--- src/rtl/branch_predictor_table.sv ---
// branch_predictor_table
// Direct-mapped table of saturating counters, indexed by PC with an optional
// gshare global-history mode. It is looked up in Decode and updated in MEM.
// Ports:
//   clk, rst_n              rising-edge clock, synchronous active-low reset
//   lookup_valid/pc/offset  decode-stage lookup request
//   prediction              predict taken (combinational)
//   branch_addr             predicted target, lookup_pc + lookup_offset
//   pred_index              table index used; carried down to MEM
//   update_valid/index      MEM-stage resolved branch and its table index
//   update_taken            actual branch decision
//   update_mispredict       prediction differed from outcome
//   branch_count            resolved branches since reset (saturating)
//   mispredict_count        mispredictions since reset (saturating)
module branch_predictor_table #(
  parameter int INDEX_BITS = 4,
  parameter int CTR_BITS   = 2,
  parameter int GSHARE     = 0,
  parameter int HIST_BITS  = 4
) (
  input  logic                  clk,
  input  logic                  rst_n,
  input  logic                  lookup_valid,
  input  logic [31:0]           lookup_pc,
  input  logic [31:0]           lookup_offset,
  output logic                  prediction,
  output logic [31:0]           branch_addr,
  output logic [INDEX_BITS-1:0] pred_index,
  input  logic                  update_valid,
  input  logic [INDEX_BITS-1:0] update_index,
  input  logic                  update_taken,
  input  logic                  update_mispredict,
  output logic [31:0]           branch_count,
  output logic [31:0]           mispredict_count
);

  localparam int DEPTH = 1 << INDEX_BITS;
  localparam logic [CTR_BITS-1:0] CTR_MAX  = {CTR_BITS{1'b1}};
  // Weakly not-taken: all ones shifted right gives 2^(CTR_BITS-1)-1.
  localparam logic [CTR_BITS-1:0] CTR_INIT = CTR_MAX >> 1;
  localparam logic [CTR_BITS-1:0] CTR_ONE  = CTR_BITS'(1'b1);
  localparam logic [31:0]         CNT_MAX  = 32'hFFFF_FFFF;

  logic [CTR_BITS-1:0]   ctr_r [DEPTH];
  logic [31:0]           branch_count_r;
  logic [31:0]           mispredict_count_r;
  logic [INDEX_BITS-1:0] base_s;
  logic [INDEX_BITS-1:0] hist_ext_s;
  logic [INDEX_BITS-1:0] index_s;

  assign base_s = lookup_pc[INDEX_BITS+1:2];

  generate
    if (GSHARE != 0) begin : g_gshare
      logic [HIST_BITS-1:0] ghr_r;

      // Non-speculative global history, shifted on every resolved branch.
      always_ff @(posedge clk) begin
        if (!rst_n) begin
          ghr_r <= {HIST_BITS{1'b0}};
        end else if (update_valid) begin
          if (HIST_BITS == 1) begin
            ghr_r <= HIST_BITS'(update_taken);
          end else begin
            ghr_r <= HIST_BITS'({ghr_r, update_taken});
          end
        end else begin
          ghr_r <= ghr_r;
        end
      end

      assign hist_ext_s = INDEX_BITS'(ghr_r);
    end else begin : g_pc_only
      assign hist_ext_s = {INDEX_BITS{1'b0}};
    end
  endgenerate

  // Lookup index and prediction; uses pre-update state, no bypass.
  always_comb begin
    index_s     = base_s ^ hist_ext_s;
    pred_index  = index_s;
    branch_addr = lookup_pc + lookup_offset;
    if (lookup_valid && rst_n) begin
      prediction = ctr_r[index_s][CTR_BITS-1];
    end else begin
      prediction = 1'b0;
    end
  end

  // Saturating counter table; reset discards a coincident update.
  always_ff @(posedge clk) begin
    if (!rst_n) begin
      for (int i = 0; i < DEPTH; i++) begin
        ctr_r[i] <= CTR_INIT;
      end
    end else if (update_valid) begin
      if (update_taken) begin
        if (ctr_r[update_index] != CTR_MAX) begin
          ctr_r[update_index] <= ctr_r[update_index] + CTR_ONE;
        end
      end else begin
        if (ctr_r[update_index] != {CTR_BITS{1'b0}}) begin
          ctr_r[update_index] <= ctr_r[update_index] - CTR_ONE;
        end
      end
    end
  end

  // Performance counters, saturating rather than wrapping.
  always_ff @(posedge clk) begin
    if (!rst_n) begin
      branch_count_r     <= 32'd0;
      mispredict_count_r <= 32'd0;
    end else if (update_valid) begin
      if (branch_count_r != CNT_MAX) begin
        branch_count_r <= branch_count_r + 32'd1;
      end
      if (update_mispredict && (mispredict_count_r != CNT_MAX)) begin
        mispredict_count_r <= mispredict_count_r + 32'd1;
      end
    end
  end

  assign branch_count     = branch_count_r;
  assign mispredict_count = mispredict_count_r;

endmodule

--- config.mk ---
export PLATFORM = sky130hd
export DESIGN_NAME = branch_predictor_table
export DESIGN_NICKNAME = d
export VERILOG_FILES = /design/src/rtl/branch_predictor_table.sv
export SDC_FILE = /design/constraint.sdc
export NUM_CORES = 1
export LEC_CHECK = 0
export BUFFER_PORTS_ARGS = -buffer_cell sky130_fd_sc_hd__buf_2
export CORE_MARGIN = 8
export CORE_UTILIZATION = 45
export DETAILED_ROUTE_END_ITERATION = 10
export GPL_TIMING_DRIVEN = 0
export PLACE_DENSITY = 0.75
export SYNTH_ARGS = -nofsm -noshare
export SYNTH_HDL_FRONTEND = slang
export SYNTH_SLANG_ARGS = --single-unit
--- constraint.sdc ---
create_clock -name clk -period 3.3 [get_ports clk]
set_input_delay 0.33 -clock clk [delete_from_list [all_inputs] [get_ports clk]]
set_output_delay 0.33 -clock clk [all_outputs]
set_load 0.005 [all_outputs]
==> impl_metrics.env, run 1 <==
export IMPL_antenna_left=0
export IMPL_arrival_ps=2880
export IMPL_yosys_area_top_type="dfxtp_1"
export IMPL_grt_max_degree=17
export IMPL_ir_drop_mv=0.3223
export IMPL_wire_per_inst_um=16.04
export IMPL_cp_startpoint="lookup_pc[0]"
export IMPL_multi_input_area_mm2=0.004225
export IMPL_finalHoldViolations=0
export IMPL_register_area_mm2=0.002242
export IMPL_postCtsHoldBufs=0
export IMPL_crit_end="branch_addr[12]"
export IMPL_vias=6013
export IMPL_fillers=1299
export IMPL_clock_fmax_ghz=0.3112
export IMPL_core_area_mm2=0.01437
export IMPL_gr_total_overflow=0
export IMPL_ys_top_cells_by_area="dfxtp_1, edfxtp_1, xnor2_1"
export IMPL_fin_crit_sh_pct=97.37
export IMPL_worstSetupEndpointType="output port"
export IMPL_ios=175
export IMPL_critPathMaxStageDelay_ps=500
export IMPL_grt_pass1_wl_mm=27.79
export IMPL_ys_flop_type="dfxtp_1"
export IMPL_fin_nets=1022
export IMPL_cts_buffers=9
export IMPL_synth_async_reset_ratio_pct=0
export IMPL_power_uw=2895
export IMPL_power_density_mw_per_mm2=359.8
export IMPL_worst_slew_pin_slew_ps=647.8
export IMPL_worstPathCellList="buf_2 -> ha_4 -> fa_2 -> a211oi_2 -> o21bai_2 -> or4_4 -> a31o_2 -> a21o_1 -> a21o_1 -> a21oi_2 -> xnor2_1 -> buf_2"
export IMPL_skew_ps=8.272
export IMPL_maxCapViolCount=0
export IMPL_reg2reg_depth=7
export IMPL_clk_pin_slew_worst_paths_ps=70
export IMPL_setup_violations=0
export IMPL_drtPass1Iterations=4
export IMPL_synth_nets=835
export IMPL_grt_use_met1_pct=22.46
export IMPL_cts_tree="done"
export IMPL_synth_top_area_share_pct=19.55
export IMPL_clockPowerShare_pct=33.5
export IMPL_combinationalPowerShare_pct=23.6
export IMPL_initial_core_util_pct=45.61
export IMPL_drive_gt1_share_pct=26.44
export IMPL_met2_usage_pct=29.72
export IMPL_die_w_um=136.7
export IMPL_period_needed_ps=3213
export IMPL_finalMaxSlewViolations=0
export IMPL_cp_slowest_cell="or4_4"
export IMPL_ys_warn_count=0
export IMPL_num_rows=44
export IMPL_place_congestion=0.8926
export IMPL_synth_edff_count=32
export IMPL_drc=0
export IMPL_p_seq_share_pct=43.0
export IMPL_r2r_start="ctr_r[10][0]"
export IMPL_crit_required_ps=2970
export IMPL_area_delta_synth_final_pct=22.78
export IMPL_crit_path_start_kind="input port"
export IMPL_busiest_layer="met2"
export IMPL_rrSetupSlack_ps=580
export IMPL_reg2reg_to="ctr_r[13][1]"
export IMPL_grtUsageMet3_pct=5.507
export IMPL_syn_inst=727
export IMPL_dp_cells=1083
export IMPL_clk_latency_ps=350
export IMPL_critPathMaxFanout=3
export IMPL_switching_share_pct=29.06
export IMPL_status="complete, no violations"
export IMPL_place_hpwl_mm=13.96
export IMPL_syn_area_per_cell_um2=9.015
export IMPL_final_cell_count_no_fill=1103
export IMPL_crit_family="compound AO/OA/AOI/OAI gates"
export IMPL_cts_root_buf="clkbuf_16"
export IMPL_drt_initial_drc_count=286
export IMPL_syn_area_mm2=0.006554
export IMPL_portBuffers=172
export IMPL_grt_usage_pct=18.27
export IMPL_synth_cell_types=64
export IMPL_internal_power_uw=2053
export IMPL_cellLeakagePower_uw=0.003317
export IMPL_cts_sinks=96
export IMPL_die_y_um=136.7
export IMPL_die_area_mm2=0.01868
export IMPL_cp_depth=12
export IMPL_hp_class="in -> reg"
export IMPL_grt_pass1_vias=5657
export IMPL_vias_per_cell=5.451
export IMPL_switching_power_uw=841.4
export IMPL_synth_seq_area_share_pct=34.21
export IMPL_diodes=0
export IMPL_slew_headroom_pct=56.45
export IMPL_setup_ws_ps=86.86
export IMPL_dp_slack_ps=-515.2
export IMPL_path_class="in -> out"
export IMPL_ys_seq_elements=96
export IMPL_critPathBufInv=2
export IMPL_wirelength_mm=17.69
export IMPL_htreeDepth=3
export IMPL_antenna_found_initial=0
export IMPL_clockBufferDepth=2
==> power by group through the flow <==
stage / clock network (uW) / logic, uW / registers [uW]
final: 969 / 682 / 1240
after global routing: 1030 / 755 / 1250
after CTS: 986 / 657 / 1240
after detailed placement: 0 / 648 / 1270
after global placement: 0 / 641 / 1270
after floorplan: 0 / 411 / 1270
==> metrics by stage <==
stage	instance area, um2	hold WS (ps)	utilization [%]	TNS (ps)
final	8046	314.9	56.00	0
after CTS	7950	299.4	55.33	0
after floorplan	6554	470.3	-	0
after detailed placement	7645	481.0	53.20	-1568
after global placement	7645	471.7	53.20	-1558
after global routing	8046	327.8	56.00	-43.90
==> registers in the layout, summed over array words and instances (netlist names) <==
signal            count
branch_count         32
ctr_r                32
mispredict_count     32
==> cell usage after synthesis (3+ instances only) <==
cell	instances
a211oi_1	6
edfxtp_1	32
and2_1	55
xnor2_1	53
a21boi_0	10
clkbuf_1	27
mux2i_1	4
xor2_1	22
nor2_1	52
inv_1	10
and4_1	8
o31ai_1	5
or3_1	11
o211ai_1	3
nand2_2	3
nand4_1	31
o21ai_0	27
o21bai_1	3
and3_1	13
nor4_1	3
nor3_1	17
nand2b_1	7
nand2_1	55
o21a_1	4
o21ai_1	16
ha_1	33
a21o_1	19
mux4_2	14
dfxtp_1	64
or3_4	5
or2_2	3
a21oi_1	26
buf_4	4
nand3_1	35
nor2b_1	11
==> placed cells by master (no fill, tap or decap), types with 12 or more instances in the layout <==
cell type / n
nand4_1: 31
a21oi_1: 25
nand2_1: 55
xor2_1: 22
buf_2: 173
edfxtp_1: 32
mux4_2: 14
dfxtp_1: 64
nor2_1: 52
and2_1: 55
a21o_1: 19
inv_1: 12
ha_1: 32
nand3_1: 35
o21ai_1: 16
and3_1: 13
o21ai_0: 26
nor3_1: 17
clkbuf_1: 27
xnor2_1: 53
==> cell type report <==
type                       count  area share, %
buffer                        33          1.835
clock buffer                   9          2.799
clock inverter                 7         0.5909
inverter                      10         0.4665
multi-input combinational    588          52.51
sequential                    96          27.87
tap                          184          2.861
timing repair buffer         176          11.07
==> metal layers <==
| layer | vias up | routed length [um] |
|---|---|---|
| met1 | 2765 | 7420 |
| met2 | 201 | 8269 |
| met3 | 22 | 1679 |
| li1 | 3025 | - |
| met5 | - | 0 |
| met4 | 0 | 324 |
==> worst min-delay path by stage <==
| stage | depth (start not counted) | end | start |
|---|---|---|---|
| finish | 3 | mispredict_count[31] | rst_n |
| global route | 3 | mispredict_count[31] | rst_n |
| CTS | 3 | mispredict_count[31] | rst_n |
| detailed placement | 2 | branch_count[15] | branch_count[15] |
| global placement | 2 | branch_count[15] | branch_count[15] |
| floorplan | 2 | branch_count[15] | branch_count[15] |
==> cell families after synthesis <==
| family | Yosys count | synth area share (%) |
|---|---|---|
| simple gates | 320 | 26.63 |
| xor+xnor | 75 | 10.02 |
| compound gates | 140 | 13.88 |
| flops | 96 | 34.21 |
| buf+inv | 43 | 2.826 |
| mux | 19 | 5.823 |
| fa+ha+maj | 34 | 6.606 |
==> worst reg2reg max path, stage by stage (launching register included) <==
cell	delay, ps
edfxtp_1	380
mux4_1	560
mux4_2	560
nand3_2	140
nand2_4	80
nor2_2	260
nand3_2	170
o21ai_1	270
==> repair_timing <==
| action | in CTS | in global routing |
|---|---|---|
| pin swaps | 4 | 8 |
| setup endpoints to repair | 7 | 8 |
| resized for setup | 8 | 11 |
| buffers inserted | 0 | 4 |
| hold endpoints to repair | 0 | 0 |
No activity file was read; power rests on OpenSTA's default activity.
==> run 2, diff against run 1 <==
--- a/config.mk
+++ b/config.mk
@@ -11,6 +11,7 @@
 export DETAILED_ROUTE_END_ITERATION = 10
 export GPL_TIMING_DRIVEN = 0
 export PLACE_DENSITY = 0.75
+export RECOVER_POWER = 25
 export SYNTH_ARGS = -nofsm -noshare
 export SYNTH_HDL_FRONTEND = slang
 export SYNTH_SLANG_ARGS = --single-unit
==> impl_metrics.env, run 2 (same netlist as run 1, synthesis figures left out) <==
export IMPL_core_area_mm2=0.01437
export IMPL_period_needed_ps=3214
export IMPL_setup_violations=0
export IMPL_final_cell_count_no_fill=1103
export IMPL_antenna_found_initial=0
export IMPL_fin_nets=1022
export IMPL_area_delta_synth_final_pct=21.94
export IMPL_skew_ps=8.569
export IMPL_dp_slack_ps=-515.2
export IMPL_cts_tree="done"
export IMPL_slew_headroom_pct=56.45
export IMPL_finalSetupTns_ps=0
export IMPL_vias_per_cell=5.471
export IMPL_clk_pin_slew_worst_paths_ps=70
export IMPL_wire_per_inst_um=16.07
export IMPL_final_cell_mix="buf_2, clkbuf_1, dfxtp_1, nand2_1, and2_1"
export IMPL_die_w_um=136.7
export IMPL_antenna_left=0
export IMPL_clockBufferDepth=2
export IMPL_switching_power_uw=845.9
export IMPL_clock_fmax_ghz=0.3111
export IMPL_finalMaxSlewViolations=0
export IMPL_switching_share_pct=29.18
export IMPL_cts_root_buf="clkbuf_16"
export IMPL_cellLeakagePower_uw=0.003128
export IMPL_internal_power_uw=2053
export IMPL_clockPowerShare_pct=33.6
export IMPL_maxCapViolCount=0
export IMPL_power_density_mw_per_mm2=362.7
export IMPL_place_congestion=0.8926
export IMPL_crit_path_start_kind="input port"
export IMPL_wirelength_mm=17.72
export IMPL_clk_latency_ps=350
export IMPL_path_class="in -> out"
export IMPL_grt_pass1_vias=5657
export IMPL_final_common_cell="buf_2"
export IMPL_grt_max_degree=17
export IMPL_cts_buffers=9
export IMPL_cts_sinks=96
export IMPL_hp_class="in -> reg"
export IMPL_portBuffers=172
export IMPL_gr_total_overflow=0
export IMPL_drc=0
export IMPL_drt_initial_drc_count=274
export IMPL_dp_cells=1083
export IMPL_critPathMaxFanout=3
export IMPL_postCtsHoldBufs=0
export IMPL_num_rows=44
export IMPL_grt_pass1_wl_mm=27.79
export IMPL_status="complete, no violations"
export IMPL_fin_crit_sh_pct=97.40
export IMPL_crit_required_ps=2970
export IMPL_ir_drop_mv=0.3180
export IMPL_p_seq_share_pct=42.9
export IMPL_finalHoldViolations=0
export IMPL_arrival_ps=2880
export IMPL_drive_gt1_share_pct=21.65
export IMPL_htreeDepth=3
export IMPL_die_area_mm2=0.01868
export IMPL_ios=175
export IMPL_combinationalPowerShare_pct=23.5
export IMPL_worst_slew_pin_slew_ps=647.9
export IMPL_grt_usage_pct=18.27
export IMPL_die_y_um=136.7
export IMPL_worstSetupEndpointType="output port"
export IMPL_setup_ws_ps=85.67
export IMPL_initial_core_util_pct=45.61
export IMPL_place_hpwl_mm=13.96
export IMPL_drtPass1Iterations=5
export IMPL_vias=6034
export IMPL_diodes=0
run 2: cell types whose count changed in the layout (fill, tap and decap cells not counted), sizes merged:
cell,delta
buf,-44
clkbuf,+44
run 2: per-layer routing:
metal	global-route usage [%]	wire length, um
met5	0	0
met4	6.406	297
met3	5.507	1643
met2	29.72	8306
met1	22.46	7472
run 2: what timing repair did:
item / CTS / global route
pin swaps: 4 / 8
resized for setup: 8 / 11
endpoints found under the setup margin: 7 / 8
hold endpoints to repair: 0 / 0
setup buffers: 0 / 4
run 2: critical path: stages:
cell and delay [ps]:
buf_2 120, ha_4 160, fa_2 380, a211oi_2 230, o21bai_2 140, or4_4 500, a31o_2 240, a21o_1 170
a21o_1 190, a21oi_2 140, xnor2_1 130, buf_2 140
run 2: layout make-up:
| class | count | area [um2] |
|---|---|---|
| plain buffers | 33 | 147.6 |
| clock buffers | 9 | 225.2 |
| clock inverters | 7 | 47.55 |
| fillers | 1320 | 6377 |
| inverters | 10 | 37.54 |
| multi-input cells | 588 | 4225 |
| flip-flops and latches | 96 | 2242 |
| well taps | 184 | 230.2 |
| repair buffers | 176 | 835.8 |
run 2: power by group through the flow:
| stage | logic (uW) | clock network [uW] | registers (uW) |
|---|---|---|---|
| after floorplan | 411 | 0 | 1270 |
| after global placement | 641 | 0 | 1270 |
| after detailed placement | 648 | 0 | 1270 |
| after CTS | 657 | 986 | 1240 |
| after global routing | 754 | 1030 | 1250 |
| final | 682 | 973 | 1240 |
run 2: stage by stage:
| step | util, % | power, uW | hold WS (ps) | area (um2) |
|---|---|---|---|---|
| floorplan | - | 1680 | 470.3 | 6554 |
| global placement | 53.20 | 1911 | 471.7 | 7645 |
| detailed placement | 53.20 | 1918 | 481.0 | 7645 |
| CTS | 55.33 | 2887 | 299.4 | 7950 |
| global route | 55.62 | 3031 | 327.8 | 7991 |
| finish | 55.62 | 2898 | 313.8 | 7991 |
run 2: path summary, 6_finish.rpt:
check,startpoint,end,slack [ps],depth (start not counted)
max,lookup_pc[0],branch_addr[12],90,12
min,rst_n,mispredict_count[31],310,3
max reg2reg,ctr_r[10][0],ctr_r[13][0],580,7
min reg2reg,branch_count[15],branch_count[15],490,2
